## config.mk

```make
export PLATFORM = sky130hd
export DESIGN_NAME = usb_rx_pkt_ctrl
export DESIGN_NICKNAME = d
export VERILOG_FILES = /design/src/rtl/usb_rx_pkt_ctrl.sv
export SDC_FILE = /design/constraint.sdc
export NUM_CORES = 1
export LEC_CHECK = 0
export CAP_MARGIN = 20
export CORE_UTILIZATION = 45
export CTS_CLUSTER_DIAMETER = 30
export DETAILED_ROUTE_END_ITERATION = 7
export DONT_BUFFER_PORTS = 1
export HOLD_SLACK_MARGIN = 0.1
export MAX_ROUTING_LAYER = met4
export PLACE_DENSITY = 0.62
export SYNTH_ARGS = -nofsm -noshare
export SYNTH_HDL_FRONTEND = slang
export SYNTH_SLANG_ARGS = --single-unit
```

## constraint.sdc

```tcl
create_clock -name clk -period 5.8 [get_ports clk]
set_input_delay 0.58 -clock clk [delete_from_list [all_inputs] [get_ports clk]]
set_output_delay 0.58 -clock clk [all_outputs]
set_load 0.03 [all_outputs]
```

## src/rtl/usb_rx_pkt_ctrl.sv

```systemverilog
// USB receive packet controller: SYNC/PID decode, token/handshake/data sequencing and FIFO byte streaming.
// Build option: define RX_PID_CHECK_EN to reject PID bytes whose upper nibble is not the complement of the lower.
module usb_rx_pkt_ctrl #(
    parameter logic [7:0]  SYNC_BYTE      = 8'h80,
    parameter int unsigned TOKEN_BYTES    = 2,
    parameter int unsigned MAX_DATA_BYTES = 66,
    parameter int unsigned MIN_DATA_BYTES = 2,
    parameter int unsigned BUF_DEPTH      = 64,
    parameter int unsigned CNT_W          = $clog2(MAX_DATA_BYTES + 1),
    parameter int unsigned OCC_W          = $clog2(BUF_DEPTH + 1)
) (
    input  logic             clk,
    input  logic             n_rst,
    input  logic             d_edge,
    input  logic             eop,
    input  logic             byte_received,
    input  logic [7:0]       rcv_data,
    input  logic [OCC_W-1:0] buffer_occupancy,
    output logic             clear_byte_received,
    output logic             flush,
    output logic             store_rx_packet_data,
    output logic [7:0]       rx_packet_data,
    output logic [3:0]       rx_packet,
    output logic             rx_data_ready,
    output logic             rx_transfer_active,
    output logic             rx_error,
    output logic [CNT_W-1:0] rx_byte_count
);

    localparam logic [CNT_W-1:0] CNT_MAX      = CNT_W'(MAX_DATA_BYTES);
    localparam logic [CNT_W-1:0] CNT_MIN      = CNT_W'(MIN_DATA_BYTES);
    localparam logic [CNT_W-1:0] CNT_TOK_LAST = CNT_W'(TOKEN_BYTES - 1);
    localparam logic [OCC_W-1:0] OCC_FULL     = OCC_W'(BUF_DEPTH);

    localparam logic [3:0] PID_OUT   = 4'b0001;
    localparam logic [3:0] PID_IN    = 4'b1001;
    localparam logic [3:0] PID_DATA0 = 4'b0011;
    localparam logic [3:0] PID_DATA1 = 4'b1011;
    localparam logic [3:0] PID_ACK   = 4'b0010;
    localparam logic [3:0] PID_NAK   = 4'b1010;

    typedef enum logic [3:0] {
        ST_IDLE,
        ST_SYNC,
        ST_PID,
        ST_HS,
        ST_TOKEN,
        ST_TOK_END,
        ST_FLUSH,
        ST_DATA,
        ST_DONE,
        ST_ERROR
    } state_t;

    state_t           state;
    state_t           state_nxt;
    logic             clear_nxt;
    logic             flush_nxt;
    logic             store_nxt;
    logic [7:0]       data_nxt;
    logic [3:0]       pid_nxt;
    logic             ready_nxt;
    logic             active_nxt;
    logic             error_nxt;
    logic [CNT_W-1:0] count_nxt;
    logic [CNT_W-1:0] count_inc_c;
    logic             byte_seen_c;
    logic             pid_ok_c;

    // A byte stays asserted until the ack is seen, so ignore it while our ack is still out.
    assign byte_seen_c = byte_received & ~clear_byte_received;
    assign count_inc_c = (rx_byte_count == CNT_MAX) ? CNT_MAX : rx_byte_count + CNT_W'(1);

`ifdef RX_PID_CHECK_EN
    assign pid_ok_c = (rcv_data[7:4] == ~rcv_data[3:0]);
`else
    assign pid_ok_c = 1'b1;
`endif

    // Next-state and next-output decode
    always_comb begin
        state_nxt  = state;
        clear_nxt  = 1'b0;
        store_nxt  = 1'b0;
        data_nxt   = 8'h00;
        ready_nxt  = 1'b0;
        pid_nxt    = rx_packet;
        count_nxt  = rx_byte_count;
        error_nxt  = rx_error;
        flush_nxt  = 1'b0;
        active_nxt = 1'b0;

        case (state)
            ST_IDLE, ST_DONE: begin
                if (d_edge) begin
                    state_nxt = ST_SYNC;
                    error_nxt = 1'b0;
                    count_nxt = '0;
                end
            end
            ST_SYNC: begin
                if (byte_seen_c) begin
                    clear_nxt = 1'b1;
                    state_nxt = (rcv_data == SYNC_BYTE) ? ST_PID : ST_ERROR;
                end else if (eop) begin
                    state_nxt = ST_ERROR;
                end
            end
            ST_PID: begin
                if (byte_seen_c) begin
                    clear_nxt = 1'b1;
                    pid_nxt   = rcv_data[3:0];
                    if (!pid_ok_c) begin
                        state_nxt = ST_ERROR;
                    end else begin
                        case (rcv_data[3:0])
                            PID_ACK, PID_NAK:     state_nxt = ST_HS;
                            PID_IN, PID_OUT:      state_nxt = ST_TOKEN;
                            PID_DATA0, PID_DATA1: state_nxt = ST_FLUSH;
                            default:              state_nxt = ST_ERROR;
                        endcase
                    end
                end else if (eop) begin
                    state_nxt = ST_ERROR;
                end
            end
            ST_HS: begin
                if (byte_seen_c) begin
                    clear_nxt = 1'b1;
                    state_nxt = ST_ERROR;
                end else if (eop) begin
                    state_nxt = ST_DONE;
                end
            end
            ST_TOKEN: begin
                if (byte_seen_c) begin
                    clear_nxt = 1'b1;
                    store_nxt = 1'b1;
                    data_nxt  = rcv_data;
                    count_nxt = count_inc_c;
                    if (rx_byte_count >= CNT_TOK_LAST) begin
                        state_nxt = ST_TOK_END;
                    end
                end else if (eop) begin
                    state_nxt = ST_ERROR;
                end
            end
            ST_TOK_END: begin
                if (byte_seen_c) begin
                    clear_nxt = 1'b1;
                    state_nxt = ST_ERROR;
                end else if (eop) begin
                    state_nxt = ST_DONE;
                    ready_nxt = 1'b1;
                end
            end
            ST_FLUSH: begin
                state_nxt = ST_DATA;
            end
            ST_DATA: begin
                if (byte_seen_c) begin
                    clear_nxt = 1'b1;
                    if ((rx_byte_count >= CNT_MAX) || (buffer_occupancy >= OCC_FULL)) begin
                        state_nxt = ST_ERROR;
                    end else begin
                        store_nxt = 1'b1;
                        data_nxt  = rcv_data;
                        count_nxt = count_inc_c;
                    end
                end else if (eop) begin
                    if (rx_byte_count >= CNT_MIN) begin
                        state_nxt = ST_DONE;
                        ready_nxt = 1'b1;
                    end else begin
                        state_nxt = ST_ERROR;
                    end
                end
            end
            ST_ERROR: begin
                if (byte_seen_c) begin
                    clear_nxt = 1'b1;
                end else if (eop) begin
                    state_nxt = ST_DONE;
                end
            end
            default: begin
                state_nxt = ST_IDLE;
            end
        endcase

        if (state_nxt == ST_ERROR) begin
            error_nxt = 1'b1;
        end
        flush_nxt  = (state_nxt == ST_FLUSH);
        active_nxt = (state_nxt != ST_IDLE) && (state_nxt != ST_DONE);
    end

    // State and output registers
    always_ff @(posedge clk or negedge n_rst) begin
        if (!n_rst) begin
            state                <= ST_IDLE;
            clear_byte_received  <= 1'b0;
            flush                <= 1'b0;
            store_rx_packet_data <= 1'b0;
            rx_packet_data       <= 8'h00;
            rx_packet            <= 4'h0;
            rx_data_ready        <= 1'b0;
            rx_transfer_active   <= 1'b0;
            rx_error             <= 1'b0;
            rx_byte_count        <= '0;
        end else begin
            state                <= state_nxt;
            clear_byte_received  <= clear_nxt;
            flush                <= flush_nxt;
            store_rx_packet_data <= store_nxt;
            rx_packet_data       <= data_nxt;
            rx_packet            <= pid_nxt;
            rx_data_ready        <= ready_nxt;
            rx_transfer_active   <= active_nxt;
            rx_error             <= error_nxt;
            rx_byte_count        <= count_nxt;
        end
    end

endmodule

```

# Word level (Yosys, flattened, before mapping)
# Index checks and enable logic that the tools add are counted.
# totals
output_inout_bits,25
register_bits,29
elab_cells,97
inputBits,20
# op_classes
n_eq_ne,24
reduce_logical,16
muxes,40
n_lt_le_gt_ge,4
add_sub_neg,1
bitwise,2
# op_table
cell,n
2-to-1 mux 4 bit,13
2-to-1 mux 7 bit,5
case mux 4 bit (8 select lines),1
equality test 4 bit (second input constant),6
2-to-1 mux 8 bit,3
case mux 7 bit (3 select lines),1
equality test 4 x 3 -> 1 bit (second input constant),5
equality test 4 x 2 -> 1 bit (second input constant),4
case mux 8 bit (2 select lines),1
greater-or-equal comparator 7 bit (second input constant),2
2-to-1 mux 1 bit,13
case mux 4 bit (3 select lines),1
OR reduction 2 bit,5
equality test 4 x 1 -> 1 bit (second input constant),2
equality test 8 bit (second input constant),1
inequality test 2 bit (second input constant),4
adder 7 x 1 -> 7 bit (second input constant),1
equality test 7 bit (second input constant),1
greater-or-equal comparator 7 x 1 -> 1 bit (second input constant),1
greater-or-equal comparator 7 x 2 -> 1 bit (second input constant),1
OR reduction 7 bit,1
AND reduction 5 bit,1
logical NOT 4 bit,1
inequality test 4 bit (second input constant),1
other kinds (9),12

# Logic depth before layout (Yosys ltp)
# Gate-level depths: netlist of run 1.
# logic_depth
word_depth,8
depth_mapped,8
mapped_depth_nobuf,8

# Least setup slack after synthesis of run 1
# Ideal clock, no wire load.
# synth_timing
kind,register -> register
start,reg rx_byte_count[5]
end,reg rx_error
t_arrival_ps,1999
path_stages_with_launch,6
setup_ps,121
period_less_slack_ps,2120
slack_ps,3680
path_buffers,0
required_ps,5679
path_cell_list,dfrtp_1 or4_4 nor3_1 a211oi_1 a311o_1 a22o_1
# synth_between
elab_chain_len,8
word_cells_on_any_way,16
cone_classes,order compare: 3; eq/ne: 1; mux: 8; reduce/logical: 4
# synth_rtl
element,line_no,rtl
start: declaration,27,output logic [CNT_W-1:0] rx_byte_count
start signal: assignment,221,rx_byte_count <= count_nxt;
greater-or-equal comparator 7 x 2 -> 1 bit / greater-or-equal comparator 7 bit (equally long branches),"171, 163",
2-to-1 mux 1 bit / logical OR 1 bit (equally long branches),"171, 163",
2-to-1 mux 4 bit (on tied branches),"170, 163",
2-to-1 mux 4 bit,161,if (byte_seen_c) begin
case mux 4 bit (8 select lines) *,93,case (state)
net state_nxt[0],56,state_t state_nxt;
equality test 4 bit *,191,if (state_nxt == ST_ERROR) begin
nonzero test 2 bit (no line),--,
AND reduction 2 bit (no line),--,
end signal: assignment,220,rx_error <= error_nxt;
end: declaration,26,"output logic rx_error,"
# The timed path passes the listed nets; every way through them passes the cells marked *.
# A chain may end at the register's enable or synchronous reset.

# Final worst setup path of run 1
# Ends and elaborated chain as after synthesis.

==> metrics.cfg, run 1 <==
[outcome]
status=finished, final reports clean

[worst_setup_path]
reg2regPathDepth=5
r2r-start=rx_byte_count[5]
max_stage_delay_ns=0.63
start_kind=flop
crit_path_end_kind=flop
required_ns=6.02
crit_chain=or4_4 -> nor3_1 -> a211oi_1 -> a311o_1 -> a22o_1
critical_path_arrival_ns=2.66
crit_end=rx_error
r2r_slack_ns=3.35
worstSetupPathType=flop to flop
cp_slowest_cell=or4_4
r2r_end=rx_error
path_max_fanout=5
crit_path_start=rx_byte_count[5]

[final_layout]
drive_gt1_share_pct=11.52
layout_common_cells=29 x dfrtp_1, 14 x nor2_1, 13 x o21ai_0
final_util_pct=52.70
layout.nets=188
layout_commonest_cell=dfrtp_1
antenna_cells=0
area_growth_pct=8.055

[placement]
place_congestion=0.8440
place_ws_ns=3.375
hpwl_um=2308
io_buffers=0

[power_and_ir_drop]
finalPower_mw=0.6112
pwr-share-comb_pct=25.0
intPower_mw=0.3813
power_frac_clock_pct=25.5
vdd_drop_max_uv=156.5
sw_frac_of_total_pct=37.61
leakage_nw=0.7234
p_per_area_mw_per_mm2=367.8
switching_power_mw=0.2299
seq_power_share_pct=49.5

[die]
core-area_mm2=0.003153
io_pins=45
design.die.area_mm2=0.003655
dieWidth_um=60.46
start_util_pct=48.77
rows=20
die_y_um=60.46

[clocking]
clk_pin_slew_worst_paths_ns=0.09
htreeDepth=2
cts.repair.resized=0
clockBufferDepth=2
clock-sinks=29
root_buffer=clkbuf_4
cts_tree=yes
numCtsBuffers=5
insertion_delay_ns=0.33

[timing]
fmax_ghz=0.4088
drv_slew=0
rsz0062_at_grt=no
layout_setup_ws_ns=3.354
finalCriticalPeriod_ns=2.446
timing.final.crit_share_pct=42.17
finClkSkew_ns=0.007016
hold_violations=0
setup_violations=0
tightest_slew_ns=0.5380
slew_headroom_pct=64.06
setup_tns_ns=0

[logic_synthesis]
synth-main-ff-cell=dfrtp_1
synth_edf_count=0
synth.avg_cell_area_um2=9.434
syn_area_mm2=0.001538
ys_seq_elements=29
synth.largest_area_cell=dfrtp_1
yosys.cell_types.count=40
synthArstFlopShare_pct=100.0
synth_nets=186
synth_top_area_share_pct=47.19
synth_warnings=0
syn_inst=163
ys_seq_area_share_pct=47.19
synth_area_leaders=dfrtp_1 47%, o21ai_0 4.2%, and2_1 3.7%, nor2_1 3.4%, mux2_2 2.9%

[drt]
wl_per_cell_um=15.35
vias=1207
drtPass1Iterations=4
drtIter0Drc=56
viasPerCell=5.775
wirelength_um=3208
ant_nets=0
drc=0

[grt]
grt_remaining_overflow=0
grt_usage_pct=21.15
grt_pass1_wl_um=5388
grt_pass1_vias=1138
grt_antenna_before_repair=0
grt_max_degree=30

[job]
max_cap_viol_count=0

[min_path]
hp-class=input pin to flop

routing by layer:
metal  routed length [um]  vias up  track usage (%)
li1                     -      582                -
met1                 1360      579            24.93
met2                 1598       42            32.65
met3                  209        4            7.676
met4                   39        0            8.766
met5                    0        -                -
synthesized netlist by cell type (4+ instances only):
cell      count
nor3_1        8
and2_1        9
a21oi_1       7
nand2_1      11
clkbuf_1      5
nor2_1       14
nand2b_1      7
dfrtp_1      29
nor2b_1       6
o21ai_0      13
mux2_2        4
inv_1         5
nand3_1       8
critical path, delay by kind of cell (launching register included):
family / cells / cell delay [ns]
AO/OA/AOI/OAI: 3 / 0.79
AND/OR/NAND/NOR: 2 / 1.01
flip-flops: 1 / 0.54
metrics by stage:
stage | hold WS [ns] | std cells | instance area (um^2)
6_report | 0.3713 | 209 | 1662
3_3_place_gp | 0.2849 | 200 | 1559
4_1_cts | 0.3539 | 209 | 1662
3_5_place_dp | 0.2850 | 200 | 1559
2_1_floorplan | 0.2844 | 163 | 1538
5_1_grt | 0.3510 | 209 | 1662
area by class of cell:
| class | instances | area [um^2] |
|---|---|---|
| Clock buffer | 5 | 37.54 |
| Clock inverter | 2 | 35.03 |
| Fill cell | 308 | 1491 |
| Inverter | 5 | 18.77 |
| Multi-Input combinational cell | 122 | 759.5 |
| Sequential cell | 29 | 725.7 |
| Tap cell | 44 | 55.05 |
| Timing Repair Buffer | 2 | 30.03 |
repair_timing:
| action | in CTS | in global routing |
|---|---|---|
| hold buffers | 2 | 0 |
| buffers inserted | 0 | 0 |
| endpoints found under the hold margin | 29 | 0 |
cell families after synthesis:
| group | after synthesis | synth area share, % |
|---|---|---|
| AOI/OAI and AO/OA | 36 | 14.81 |
| xor gates and xnor gates | 1 | 0.5697 |
| adders and majority gates | 3 | 2.441 |
| buffers and inverters | 12 | 3.417 |
| DFF | 29 | 47.19 |
| muxes | 4 | 2.929 |
| and+or+nand+nor | 78 | 28.64 |
worst min path at each step:
stage | startpoint | endpoint | cells after the start
final | rcv_data[5] | rx_packet_data[5] | 1
after floorplan | n_rst | clear_byte_received | 0
after global placement | n_rst | rx_packet_data[1] | 0
after global routing | rcv_data[2] | rx_packet_data[2] | 1
after detailed placement | n_rst | rx_packet_data[1] | 0
after CTS | rcv_data[5] | rx_packet_data[5] | 1
power by group through the flow:
stage                     registers [mW]  clock network (mW)  logic (mW)
after floorplan                    0.280                   0       0.141
after detailed placement           0.307                   0       0.147
after global routing               0.309               0.172       0.175
final                              0.303               0.156       0.153
after CTS                          0.303               0.162       0.154
after global placement             0.305                   0       0.144
state kept, by name, summed over array words and instances (netlist names), 4 cells and up:
register	count
rx_packet_data	8
rx_byte_count	7
rx_packet	4
state	4
No activity file was read; power rests on OpenSTA's default activity.
==> run 2, diff against run 1 <==
clock period = 2.5 ns   (was 5.8 ns; I/O delays follow)
==> run 2 against run 1 <==
Design area is 8.9% higher. First-iteration DRC count is 30% higher. Die area stayed put. Critical path depth stayed put. Sequential power is 110% higher. Clock skew hardly changed. Core utilization is 4.7 points higher. Non-clock buffer count is 19 higher. Global-route usage is 1.6 points higher. Sequential share of layout area is 3.6 points lower. Routed wire length is 10% higher. Worst hold slack worse by 0.14 ns. Critical endpoint unchanged. Largest cell class unchanged. Largest power group unchanged.
==> metrics.cfg, run 2 (synthesis gave the netlist of run 1 again) <==
[outcome]
status=finished, final reports clean

[min_path]
hold_path_depth=3  ; +2
hp-class=input pin to flop

[worst_setup_path]
crit_chain=or4_4 -> nor3_1 -> a211oi_1 -> a311o_1 -> a22o_1
worstSetupPathType=flop to flop
max_stage_delay_ns=0.57  ; -0.06 ns
cp_slowest_cell=or4_4
required_ns=2.72  ; -3.30 ns
crit_path_end_kind=flop
critical_path_arrival_ns=2.42  ; -0.24 ns
reg2regPathDepth=5  ; unchanged
start_kind=flop
path_max_fanout=4  ; -1

[grt]
grt_remaining_overflow=0  ; unchanged
grt_pass1_vias=1295  ; +14%
grt_pass1_wl_um=5892  ; +9.4%
grt_usage_pct=22.72  ; +1.6 points
grt_max_degree=30  ; unchanged
grt_antenna_before_repair=0  ; unchanged

[clocking]
htreeDepth=2  ; unchanged
clock-sinks=29  ; unchanged
cts_tree=yes
clockBufferDepth=2  ; unchanged
numCtsBuffers=5  ; unchanged
insertion_delay_ns=0.32  ; about the same
cts.repair.resized=0  ; unchanged
clk_pin_slew_worst_paths_ns=0.09  ; about the same
root_buffer=clkbuf_4

[drt]
drtPass1Iterations=4  ; unchanged
viasPerCell=5.614  ; -2.8%
ant_nets=0  ; unchanged
drc=0  ; unchanged
wirelength_um=3533  ; +10%
vias=1280  ; +6.0%
drtIter0Drc=73  ; +30%
wl_per_cell_um=15.50  ; +0.95%

[power_and_ir_drop]
leakage_nw=0.8050  ; +11%
p_per_area_mw_per_mm2=771.1  ; +110%
vdd_drop_max_uv=402.7  ; +160%

[die]
design.die.area_mm2=0.003655  ; unchanged
rows=20  ; unchanged
die_y_um=60.46  ; unchanged
io_pins=45  ; unchanged
start_util_pct=48.77  ; unchanged
core-area_mm2=0.003153  ; unchanged
dieWidth_um=60.46  ; unchanged

[placement]
hpwl_um=2529  ; +9.5%
io_buffers=0  ; unchanged
place_congestion=0.8493  ; +0.63%

[timing]
setup_violations=0  ; unchanged
finalCriticalPeriod_ns=2.201  ; -0.2447 ns
tightest_slew_ns=0.5380  ; +0.00003523 ns
setup_tns_ns=0  ; unchanged
timing.final.crit_share_pct=88.05  ; +46 points
fmax_ghz=0.4543  ; +11%
whs_ns=0.2299  ; -0.1414 ns
rsz0062_at_grt=no
slew_headroom_pct=63.75  ; -0.30 points
hold_violations=0  ; unchanged
finClkSkew_ns=0.007441  ; +0.0004250 ns
drv_slew=0  ; unchanged

[job]
max_cap_viol_count=0  ; unchanged

[final_layout]
drive_gt1_share_pct=15.22  ; +3.7 points
antenna_cells=0  ; unchanged
area_growth_pct=17.66
reg_top3=rx_packet_data x8, rx_byte_count x7
layout_commonest_cell=dfrtp_1
layout.nets=207  ; +10%
layout_common_cells=29 x dfrtp_1, 14 x nor2_1, 13 x o21ai_0
largest_reg_flops=8  ; unchanged
largest-register=rx_packet_data

[run 2: cell types whose count changed in the layout (fill, tap and decap cells not counted), sizes merged]
cell         before  now
buf               1   11
bufinv            1    0
clkbuf            5    7
clkinv            1    0
dlygate4sd3       1   10
[run 2: critical path, delay by kind of cell (launching register included)]
family | cells | cell delay (ns)
simple gates | 2 | 0.94
flops | 1 | 0.39
compound gates | 3 | 0.78
[run 2: area by class of cell]
class / count / area, um^2
clock buffer: 7 / 55.05
fill: 311 / 1344
inverter: 5 / 18.77
multi-input combinational: 122 / 759.5
sequential: 29 / 725.7
tap: 44 / 55.05
timing repair buffer: 21 / 195.2
[run 2: per-layer routing]
metal / global-route usage (%) / vias up / share of wire [%] / routed length (um)
met5: - / - / 0 / 0
met4: 11.04 / 0 / 1.9 / 66
met3: 4.904 / 7 / 5.3 / 187
met2: 36.73 / 35 / 49 / 1748
met1: 26.78 / 615 / 43 / 1531
li1: - / 623 / - / -
[run 2: timing repair]
item	CTS	global route
hold buffers	11	0
endpoints found under the hold margin	42	0
setup buffers	0	0
[run 2: power breakdown]
part	switching, mW	total, mW	internal [mW]
Combinational	0.278	0.470	0.192
Clock	0.154	0.286	0.133
Sequential	0.112	0.638	0.526
Total	0.544	1.40	0.851
[run 2: stage by stage]
step / total power, mW / worst slack, ns / util [%] / std cells / cell area, um^2
floorplan: 0.9761 / 0.3798 / - / 163 / 1538
global placement: 1.075 / 0.3225 / 51.83 / 210 / 1634
detailed placement: 1.088 / 0.3288 / 51.83 / 210 / 1634
CTS: 1.402 / 0.3214 / 57.38 / 228 / 1809
global route: 1.489 / 0.1100 / 57.38 / 228 / 1809
finish: 1.395 / 0.2987 / 57.38 / 228 / 1809
[run 2: worst paths after layout]
check,slack [ns],end,from
setup / recovery,0.30,rx_error,rx_byte_count[5]
hold / removal,0.23,rx_byte_count[6],d_edge
setup reg to reg,0.30,rx_error,rx_byte_count[5]
hold reg to reg,0.67,rx_byte_count[1],rx_byte_count[0]
max in group asynchronous,1.98,clear_byte_received,n_rst
min in group asynchronous,0.36,rx_packet_data[7],n_rst
==> edit 1, RTL diff (settings of run 2) <==
The parameter `MAX_DATA_BYTES` goes from 66 to 132.
--- a/src/rtl/usb_rx_pkt_ctrl.sv
+++ b/src/rtl/usb_rx_pkt_ctrl.sv
@@ -3,7 +3,7 @@
 module usb_rx_pkt_ctrl #(
     parameter logic [7:0]  SYNC_BYTE      = 8'h80,
     parameter int unsigned TOKEN_BYTES    = 2,
-    parameter int unsigned MAX_DATA_BYTES = 66,
+    parameter int unsigned MAX_DATA_BYTES = 132,
     parameter int unsigned MIN_DATA_BYTES = 2,
     parameter int unsigned BUF_DEPTH      = 64,
     parameter int unsigned CNT_W          = $clog2(MAX_DATA_BYTES + 1),
Interface: changed (resized rx_byte_count); port bits go from 45 to 46. No check against the original RTL was run, so the function may have changed too.
==> edit 1 against run 2 <==
Final cell count rose by 9.2%. Worst setup slack improved by 0.028 ns. Sequential cell count rose by 1. Synthesized area rose by 8.3%. Total power rose by 10%. Via count rose by 13%. Routed wire length rose by 13%. Cell area rose by 12%.
==> edit 1: results (changes against run 2) <==
Outcome: completed (unchanged)
Fill count: 313 (was 311)
Top_reg_cell synth: dfrtp_1 (unchanged)
Critical path fanouts, max: 8 (was 4)
Crit-path slowest cell: dfrtp_1 (was or4_4)
Worst R2R Setup Slack: 0.33 ns (was 0.30 ns)
Biggest regs: rx_byte_count x8, rx_packet_data x8 (was rx_packet_data x8, rx_byte_count x7)
Met3 wire length: 267 um (was 187 um)
Iteration-0 DRC count of the detailed router: 89 (was 73)
DR top layer: met4 (unchanged)
Hold path depth: 3 (unchanged)
# H-tree levels: 2 (unchanged)
Min Hold Slack: 0.288 ns (was 0.230 ns)
Buffers on Ports: 0 (unchanged)
Arrival @ worst endpoint: 2.34 ns (was 2.42 ns)
Synth Warn #: 0 (unchanged)
Met1 WL: 1820 um (was 1530 um)
Post_cts resized: 0 (unchanged)
R2R cell count: 7 (was 5)
Worst r2r src: rx_byte_count[0]$_DFFE_PN0P_ (was rx_byte_count[5]$_DFFE_PN0P_)
Total track usage: 22.8% (was 22.7%)
Worst-Margin Slew: 0.499 ns (was 0.538 ns)
Adder-Cell Fraction of Synth Area: 2.25% (was 2.44%)
Sw frac: 29.4% (was 39.0%)
Cts bufs inserted: 5 (unchanged)
Share of cells above drive strength 1: 14.8% (was 15.2%)
Final GP Congestion: 0.903 (was 0.849)
Number of detailed-route iterations in the first pass: 4 (unchanged)
Mean routed wirelength per cell: 16.0 um (was 15.5 um)
Vias in the first global route: 1,389 (was 1,295)
Crit path to: rx_transfer_active$_DFF_PN0_ (was rx_error$_DFFE_PN0P_)
CP peak stage delay: 0.46 ns (was 0.57 ns)
CTS clk-pin slew, worst paths: 0.06 ns (was 0.09 ns)
Xor/xnor cell area share of the yosys netlist: 0% (was 0.570%)
DR WL met2: 1870 um (was 1750 um)
Root buffer cell: clkbuf_8 (was clkbuf_4)
Compound-Gate Fraction of Synth Area: 17.2% (was 14.8%)
Synth area leaders: dfrtp_1 (45%), nand2_1 (5.6%), o21ai_0 (3.6%) (was dfrtp_1 (47%), o21ai_0 (4.2%), and2_1 (3.7%))
Sequential share of the synthesized area: 45.1% (was 47.2%)
Initial antenna violation count: 0 (unchanged)
Fin nets: 225 (was 207)
Commonest cells post-synth: dfrtp_1 (30), nand2_1 (25), nor2_1 (13), o21ai_0 (12), and2_1 (8) (was dfrtp_1 (29), nor2_1 (14), o21ai_0 (13), nand2_1 (11), and2_1 (9))
Clock Skews: 0.00765 ns (was 0.00744 ns)
Unique masters post-synth: 48 (was 40)
Synth async-reset ratio: 100% (unchanged)
IR drop worst, VDD: 546 uV (was 403 uV)
Global-route wire length before repair: 6670 um (was 5890 um)
Multiplexer area fraction after synthesis: 0.601% (was 2.93%)
Clk_lat worst skew: 0.28 ns (was 0.32 ns)
Via density: 5.79 (was 5.61)
Lkg Pwr: 0.000926 uW (was 0.000805 uW)
Largest net degree at the start of global routing: 31 (was 30)
Diode count: 0 (unchanged)
HPWL after detailed placement: 2730 um (was 2530 um)
Synth Net Count: 204 (was 186)
==> edit 1: final cells by class <==
class	count	share of cell area [%]
repair buffers	23	10.4
clock buffers	6	4.07
well taps	46	2.84
flip-flops and latches	30	37.0
clock inverters	2	2.96
inverters	5	0.926
multi-input cells	137	41.8
==> edit 1: cells by family (layout without fill, tap and decap cells) <==
kind of cell    after synthesis  count (layout)
simple gates                 89              89
compound gates               44              44
flops                        30              30
buf+inv                      14              36
fa+ha+maj                     3               3
mux                           1               1
==> edit 1: worst min-delay path by stage <==
stage | startpoint | to
floorplan | n_rst | clear_byte_received$_DFF_PN0_
global placement | n_rst | rx_byte_count[3]$_DFFE_PN0P_
detailed placement | n_rst | rx_byte_count[3]$_DFFE_PN0P_
CTS | byte_received | clear_byte_received$_DFF_PN0_
global route | byte_received | clear_byte_received$_DFF_PN0_
finish | byte_received | clear_byte_received$_DFF_PN0_
==> edit 1: power by group through the flow <==
stage / combinational, uW / clock [uW] / sequential [uW]
finish: 293 / 604 / 643
global placement: 262 / 0 / 649
detailed placement: 263 / 0 / 649
floorplan: 240 / 0 / 612
CTS: 292 / 619 / 640
global route: 328 / 643 / 649
==> edit 1: layer usage <==
metal | vias up | GRT usage [%]
met3 | 3 | 7.85
met4 | 0 | 6.98
met1 | 687 | 29.5
li1 | 695 | -
met2 | 57 | 33.4
met5 | - | -
==> edit 1: through the flow <==
step | worst slack (ns) | cell area, um2 | instances
2_1_floorplan | 0.244 | 1670 | 181
3_3_place_gp | 0.339 | 1760 | 230
3_5_place_dp | 0.346 | 1760 | 230
4_1_cts | 0.328 | 2030 | 249
5_1_grt | 0.226 | 2030 | 249
6_report | 0.327 | 2030 | 249
==> edit 1: critical path, delay by kind of cell (launching register included) <==
family	cells	cell delay, ns
simple gates	4	1.10
fa+ha+maj	1	0.25
compound gates	2	0.25
flops	1	0.46
==> edit 1: what timing repair did <==
action                                 CTS  global route
endpoints found under the hold margin   43             0
buffers inserted                         0             0
hold buffers                            11             0
==> edit 2, RTL diff (settings of run 2) <==
Without the edit above. Take the reset off `rx_packet_data` and load it in a clocked block of its own.
--- a/src/rtl/usb_rx_pkt_ctrl.sv
+++ b/src/rtl/usb_rx_pkt_ctrl.sv
@@ -202,7 +202,6 @@
             clear_byte_received  <= 1'b0;
             flush                <= 1'b0;
             store_rx_packet_data <= 1'b0;
-            rx_packet_data       <= 8'h00;
             rx_packet            <= 4'h0;
             rx_data_ready        <= 1'b0;
             rx_transfer_active   <= 1'b0;
@@ -213,7 +212,6 @@
             clear_byte_received  <= clear_nxt;
             flush                <= flush_nxt;
             store_rx_packet_data <= store_nxt;
-            rx_packet_data       <= data_nxt;
             rx_packet            <= pid_nxt;
             rx_data_ready        <= ready_nxt;
             rx_transfer_active   <= active_nxt;
@@ -222,5 +220,9 @@
         end
     end
 
+    always_ff @(posedge clk) begin
+        rx_packet_data <= data_nxt;
+    end
+
 endmodule
 
Behaviour: differs if n_rst is asserted again (counterexample within 10 cycles, from zero or initial values and one cycle with n_rst low); with n_rst held inactive, the same outputs for 10 cycles.
==> edit 2 against run 2 <==
Final cell count up 0.44%. Sequential cell count did not move. Cell area decreased by 0.83%. Largest cell class unchanged. Synthesized cell count unchanged. Fmax decreased by 0.55%. Worst setup slack got worse by 0.012 ns. Synthesized area decreased by 2.6%. Total power increased by 7.3%. Routed wire length decreased by 2.6%. Sequential power is essentially flat.
==> edit 2: results (changes against run 2) <==
Hold_buf cts: 10 (was 11)
Biggest regs: rx_packet_data x8, rx_byte_count x7 (unchanged)
Number of detailed-route iterations in the first pass: 4 (unchanged)
Cts bufs inserted: 5 (unchanged)
Commonest cells post-synth: dfrtp_1 (21), nor2_1 (14), o21ai_0 (13), nand2_1 (11), and2_1 (9) (was dfrtp_1 (29), nor2_1 (14), o21ai_0 (13), nand2_1 (11), and2_1 (9))
Clock Skews: 0.0137 ns (was 0.00744 ns)
Final GP Congestion: 0.886 (was 0.849)
Lkg Pwr: 0.000770 uW (was 0.000805 uW)
Top_reg_cell synth: dfrtp_1 (unchanged)
Unique masters post-synth: 41 (was 40)
Vias in the first global route: 1,268 (was 1,295)
Post-CTS setup buffer count: 0 (unchanged)
Outcome: completed (unchanged)
Fill count: 290 (was 311)
Buffers on Ports: 0 (unchanged)
Synth async-reset ratio: 72.4% (was 100%)
Max clock buf depth: 2 (unchanged)
HPWL after detailed placement: 2410 um (was 2530 um)
Synth area leaders: dfrtp_1 (35%), dfxtp_1 (11%), o21ai_0 (4.3%) (was dfrtp_1 (47%), o21ai_0 (4.2%), and2_1 (3.7%))
Clock tree sinks: 29 (unchanged)
Root buffer cell: clkbuf_4 (unchanged)
Iteration-0 DRC count of the detailed router: 50 (was 73)
Largest net degree at the start of global routing: 22 (was 30)
Synth Warn #: 0 (unchanged)
Hold Path Class: primary input to flip-flop (unchanged)
Arrival @ worst endpoint: 2.42 ns (about the same)
Initial antenna violation count: 0 (unchanged)
CTS clk-pin slew, worst paths: 0.09 ns (about the same)
Routed wire length: 3440 um (was 3530 um)
IR drop worst, VDD: 480 uV (was 403 uV)
# H-tree levels: 2 (unchanged)
Critical path fanouts, max: 4 (unchanged)
Fin nets: 207 (unchanged)
Global-route wire length before repair: 5750 um (was 5890 um)
Via density: 5.61 (about the same)
Total track usage: 22.8% (was 22.7%)
Post_cts resized: 0 (unchanged)
Synth Net Count: 186 (unchanged)
Clk_lat worst skew: 0.32 ns (about the same)
Share of cells above drive strength 1: 15.7% (was 15.2%)
Headroom to the max-slew limit: 60.0% (was 63.8%)
Most flops, register: rx_packet_data (unchanged)
Sequential share of the synthesized area: 45.8% (was 47.2%)
Diode count: 0 (unchanged)
[edit 2: cell types whose count changed after synthesis, sizes merged]
cell and delta:
dfrtp -8, dfxtp +8
[edit 2: routing by layer]
metal / routed length [um] / vias up / GRT usage [%]
met1: 1490 / 604 / 26.8
met3: 241 / 4 / 7.36
met2: 1660 / 49 / 36.0
met4: 48 / 0 / 8.97
li1: - / 627 / -
met5: 0 / - / -
[edit 2: cells by family after synthesis]
group,after synthesis,share of synthesized area (%)
xor+xnor,1,0.585
buf+inv,12,3.51
simple gates,78,29.4
compound gates,36,15.2
fa+ha+maj,3,2.51
flops,29,45.8
mux,4,3.01
[edit 2: report_power, final]
group | switching, uW | leakage (uW) | internal [uW] | total, uW
clock | 161 | 0.0000455 | 239 | 400
sequential | 112 | 0.000346 | 524 | 636
combinational | 270 | 0.000378 | 191 | 460
total | 542 | 0.000770 | 954 | 1500
[edit 2: per-stage QoR]
stage	setup slack [ns]	power [uW]	cells	util [%]	instance area, um2
CTS	0.301	1500	228	57.3	1780
global route	0.0955	1600	229	57.8	1790
global placement	0.356	1070	210	51.4	1590
floorplan	0.380	975	163	-	1500
detailed placement	0.319	1080	210	51.4	1590
finish	0.287	1500	229	57.8	1790
[edit 2: worst paths after layout]
kind                                               startpoint                      endpoint  slack, ns  depth (start not counted)
min in group asynchronous                               n_rst      rx_packet[1]$_DFFE_PN0P_       0.34                          1
worst min register to register   rx_byte_count[5]$_DFFE_PN0P_  rx_byte_count[5]$_DFFE_PN0P_       0.66                          2
worst min-delay path                                   d_edge  rx_byte_count[6]$_DFFE_PN0P_       0.24                          3
max in group asynchronous                               n_rst            state[3]$_DFF_PN0_       1.68                          2
worst max-delay path            clear_byte_received$_DFF_PN0_          rx_error$_DFFE_PN0P_       0.29                          6
worst max register to register  clear_byte_received$_DFF_PN0_          rx_error$_DFFE_PN0P_       0.29                          6
[edit 2: area by class of cell]
type,count,area share [%]
clock inverter,1,1.67
inverter,5,1.05
multi-input combinational,122,42.3
sequential,29,38.2
timing repair buffer,21,10.6
clock buffer,7,3.07
tap,44,3.07
[edit 2: worst max-delay path: stages, from the launching register on]
cell,delay [ns]
dfrtp_1,0.52
nor3b_1,0.51
nand4_1,0.28
nand3_1,0.15
nand4_1,0.09
a311o_1,0.33
a22o_1,0.23
